$ cat src/rtl/aes_pkg.sv
// Shared AES controller definitions: block/key-index widths, standard Nr/Nk pairs
// and the sequencer state encoding.
package aes_pkg;

  localparam int BLOCK_W  = 128;
  localparam int RK_IDX_W = 4;

  localparam int NR_AES128 = 10;
  localparam int NK_AES128 = 4;
  localparam int NR_AES192 = 12;
  localparam int NK_AES192 = 6;
  localparam int NR_AES256 = 14;
  localparam int NK_AES256 = 8;

  typedef enum logic [1:0] {
    IDLE  = 2'd0,
    ROUND = 2'd1,
    FINAL = 2'd2,
    DONE  = 2'd3
  } ctrl_state_t;

endpackage

$ cat src/rtl/aes_decrypt_ctrl.sv
// Iterative AES inverse-cipher sequencer: owns the state register, walks round keys Nr..0
// through external round/final logic. Latency Nr cycles accept->m_valid; no skid, s_ready low while busy.
module aes_decrypt_ctrl
  import aes_pkg::*;
#(
  parameter int Nr = NR_AES128,
  parameter int Nk = NK_AES128
) (
  input  logic                clk,
  input  logic                rst_n,
  input  logic                key_ready,
  input  logic                abort,
  input  logic                s_valid,
  output logic                s_ready,
  input  logic [BLOCK_W-1:0]  s_block,
  output logic                m_valid,
  input  logic                m_ready,
  output logic [BLOCK_W-1:0]  m_block,
  output logic [RK_IDX_W-1:0] rk_idx,
  input  logic [BLOCK_W-1:0]  rk_data,
  output logic [BLOCK_W-1:0]  rnd_state_o,
  input  logic [BLOCK_W-1:0]  rnd_state_i,
  output logic [BLOCK_W-1:0]  fin_state_o,
  input  logic [BLOCK_W-1:0]  fin_state_i,
  output logic                busy
);

  localparam logic [RK_IDX_W-1:0] NR_IDX = RK_IDX_W'(Nr);
  localparam logic [RK_IDX_W-1:0] NR_M1  = RK_IDX_W'(Nr - 1);

  ctrl_state_t         r_state;
  logic [RK_IDX_W-1:0] r_cnt;
  logic [BLOCK_W-1:0]  r_state_reg;
  logic [BLOCK_W-1:0]  r_out_reg;
  logic                r_armed;
  logic                w_accept;

  // r_armed keeps s_ready low until the first edge after reset release
  assign s_ready     = r_armed & (r_state == IDLE) & key_ready & ~abort;
  assign w_accept    = s_valid & s_ready;
  assign busy        = (r_state != IDLE);
  assign m_valid     = (r_state == DONE);
  assign m_block     = r_out_reg;
  assign rnd_state_o = r_state_reg;
  assign fin_state_o = r_state_reg;

  always_comb begin
    rk_idx = '0;
    case (r_state)
      IDLE:    rk_idx = NR_IDX;
      ROUND:   rk_idx = r_cnt;
      default: rk_idx = '0;
    endcase
  end

  always_ff @(posedge clk or negedge rst_n) begin
    if (!rst_n) begin
      r_state     <= IDLE;
      r_cnt       <= '0;
      r_state_reg <= '0;
      r_out_reg   <= '0;
      r_armed     <= 1'b0;
    end else begin
      r_armed <= 1'b1;
      if (abort) begin
        r_state     <= IDLE;
        r_cnt       <= '0;
        r_state_reg <= '0;
        r_out_reg   <= '0;
      end else begin
        case (r_state)
          IDLE: begin
            if (w_accept) begin
              r_state_reg <= s_block ^ rk_data;
              r_cnt       <= NR_M1;
              r_state     <= ROUND;
            end
          end
          ROUND: begin
            r_state_reg <= rnd_state_i;
            if (r_cnt == RK_IDX_W'(1)) begin
              r_state <= FINAL;
            end else begin
              r_cnt <= r_cnt - RK_IDX_W'(1);
            end
          end
          FINAL: begin
            r_out_reg <= fin_state_i ^ rk_data;
            r_state   <= DONE;
          end
          DONE: begin
            if (m_ready) begin
              r_state <= IDLE;
            end
          end
        endcase
      end
    end
  end

  // AES always pairs Nr with Nk+6; a mismatch means the key store is sized wrong
  a_nr_nk: assert property (@(posedge clk) disable iff (!rst_n) Nr == Nk + 6);

endmodule
$ cat config.mk
export PLATFORM = sky130hd
export DESIGN_NAME = aes_decrypt_ctrl
export DESIGN_NICKNAME = d
export VERILOG_FILES = /design/src/rtl/aes_pkg.sv /design/src/rtl/aes_decrypt_ctrl.sv
export SDC_FILE = /design/constraint.sdc
export NUM_CORES = 1
export LEC_CHECK = 0
export ABC_AREA = 1
export BUFFER_PORTS_ARGS = -buffer_cell sky130_fd_sc_hd__buf_2
export CAP_MARGIN = 5
export CORE_AREA = 5 5 347 349
export DETAILED_ROUTE_END_ITERATION = 16
export DIE_AREA = 0 0 352 354
export PLACE_DENSITY = 0.37
export SLEW_MARGIN = 30
export SYNTH_ARGS = -nofsm -noshare
export SYNTH_HDL_FRONTEND = slang
export SYNTH_SLANG_ARGS = --single-unit
$ cat constraint.sdc
create_clock -name clk -period 4.4 [get_ports clk]
set_input_delay 0.66 -clock clk [delete_from_list [all_inputs] [get_ports clk]]
set_output_delay 0.66 -clock clk [all_outputs]
set_load 0.005 [all_outputs]
==> impl_metrics.tcl <==
set metrics [dict create \
    clock_path_buffers 3 \
    synth_top_family_by_area "XOR/XNOR gates" \
    yosysUniqueCellTypes 22 \
    whs_ps 152 \
    root_buffer "clkbuf_16" \
    drc 0 \
    status "finished, final reports clean" \
    ys_ff_latch 263 \
    tns_ps 0 \
    synthXorXnorAreaFrac_pct 15.2 \
    dieArea_um2 125000 \
    cts_htree_levels 2 \
    period_needed_ps 2890 \
    cts_tree "done" \
    syn_inst 1705 \
    worst-setup-path-type "flop to primary output" \
    cp_slowest_stage_delay_ps 510 \
    drive_above_1_share_pct 40.1 \
    slew_viol_final 0 \
    hold_buffers 0 \
    cp-start-kind "flop" \
    pin_count 909 \
    synthMuxAreaShare_pct 0 \
    ys_warn_count 0 \
    viasPerCell 3.56 \
    post_cts_resized 0 \
    post-place-ws_ps 1980 \
    worstHoldPathType "input pin to async pin" \
    cp_data_arrival_time_ps 2230 \
    yosysSeqAreaShare_pct 44.4 \
    gr-usage-all-layers_pct 13.1 \
    clkTransAtPathRegs_ps 60 \
    synth_area_um2 14800 \
    timing.final.ws_setup_ps 1510 \
    drtIter0Drc 691 \
    dpl.hpwl_um 69800 \
    avgSynthCellArea_um2 8.69 \
    grt_start_max_net_pins 129 \
    start_util_pct 12.6 \
    leakage_nw 10.7 \
    tightest_slew_ps 865 \
    crit_slowest_cell "inv_8" \
    irDropWorstVdd_v 0.000367 \
    rows 126 \
    dieHeight_um 354 \
    rrSetupSlack_ps 2010 \
    routed_wirelength_um 85700 \
    cts.sinks 263 \
    path_cells "inv_1 -> ha_1 -> inv_8 -> o21ai_0 -> buf_2" \
    endpoint_kind "primary output" \
    area_growth_syn_to_layout_pct 42.5 \
    fin_crit_sh_pct 65.6 \
    syn_nets 2229 \
    synth-compound-area-share_pct 14.3 \
    slew_headroom_pct 42.3 \
    reg2reg_depth 9 \
    ant_nets 0 \
    core_area_um2 117000 \
    grt_pass1_wl_um 117000 \
    synth_adder_area_share_pct 0.507 \
    io_buffers 908 \
    final_nets 2971 \
    fmax_ghz 0.347 \
    setup_violations 0 \
    die_x_um 352 \
    clkLatencyLatePin_ps 570 \
    antenna_found_initial 49 \
    vias 14300 \
    synthSimpleGateAreaFrac_pct 10.8 \
    grt.overflow.total 0 \
    drt_pass1_iterations 4 \
    cts_setup_buffers 0 \
    drt-wirelength-per-cell_um 21.3 \
    worst_clock_skew_ps 22.2 \
    worstPathRequired_ps 3740 \
    cp_max_fo 119 \
    gp_congestion 0.804 \
    grt_setup_unrepaired "no" \
    cts_buffers 37 \
    hold_violations 0 \
    power.density_cell_area_nw_per_um2 570 \
    grt_pass1_vias 14500 \
    p_total_mw 12.0 \
    drv_cap 0 \
]
==> critical path, delay by kind of cell, from the launching register on <==
| family | cells | cell delay (ps) |
|---|---|---|
| buf+inv | 3 | 750 |
| fa+ha+maj | 1 | 310 |
| compound gates | 1 | 200 |
| flops | 1 | 390 |
==> placed cells by master, fill, tap and decap left out, drive strengths merged <==
cell type,instances
buf,929
nand2,403
dfrtp,263
xnor2,257
inv,141
o21ai,135
a21oi,128
o22ai,128
clkbuf,55
diode,9
nor2,8
clkinv,8
nand3,6
ha,6
and3,1
nand3b,1
or2,1
conb,1
==> worst paths after layout <==
check | from | endpoint
worst max-delay path | r_state[1]$_DFFE_PN0P_ | rk_idx[3]
worst min-delay path | rst_n | m_block[55]$_DFFE_PN0P_
worst max register to register | r_state[1]$_DFFE_PN0P_ | fin_state_o[29]$_DFFE_PN0P_
min in group clk | fin_state_i[113] | m_block[113]$_DFFE_PN0P_
worst min register to register | fin_state_o[32]$_DFFE_PN0P_ | fin_state_o[32]$_DFFE_PN0P_
max in group asynchronous | rst_n | fin_state_o[93]$_DFFE_PN0P_
==> kinds of logic (layout without fill, tap and decap cells) <==
kind of cell             Yosys count  count (layout)
adder cells (fa/ha/maj)            6               6
other                              1              10
buffers and inverters            367            1133
AO/OA/AOI/OAI                    391             391
XOR/XNOR                         257             257
AND/OR/NAND/NOR                  420             420
flip-flops                       263             263
==> through the flow <==
step	area [µm²]	utilization (%)	std cells
6_report	21100	18.0	4016
2_1_floorplan	14800	-	1705
3_5_place_dp	20000	17.0	3944
3_3_place_gp	20000	17.0	3944
5_1_grt	21100	18.0	4012
4_1_cts	21100	18.0	4007
==> layer usage <==
metal	GRT usage, %	part of all wire (%)
met5	0	0.047
met4	3.77	2.7
met3	4.09	7.6
met2	22.7	49
met1	15.6	41
==> layout make-up <==
type	instances	area, µm²
antenna	9	22.5
clock buffer	55	1080
clock inverter	8	47.5
fill	13400	96000
inverter	141	547
multi-input combinational	1075	6070
sequential	263	6580
tap	1536	1920
timing repair buffer	929	4840
==> report_power, final <==
part | switching [mW] | internal (mW) | leakage, nW
registers | 0.786 | 3.22 | 3.50
clock network | 1.23 | 1.69 | 0.563
logic | 3.18 | 1.94 | 6.60
==> Yosys cell counts (all sizes together) <==
| master | instances | area share (%) |
|---|---|---|
| nor2 | 8 | 0.22 |
| inv | 141 | 3.6 |
| nand3 | 6 | 0.20 |
| nand3b | 1 | 0.051 |
| xnor2 | 257 | 15 |
| clkbuf | 9 | 0.23 |
| and3 | 1 | 0.042 |
| buf | 217 | 11 |
| dfrtp | 263 | 44 |
| a21oi | 128 | 4.3 |
| o21ai | 135 | 4.6 |
| conb | 1 | 0.025 |
| or2 | 1 | 0.042 |
| ha | 6 | 0.51 |
| nand2 | 403 | 10 |
| o22ai | 128 | 5.4 |
(Power assumes the default switching activity.)
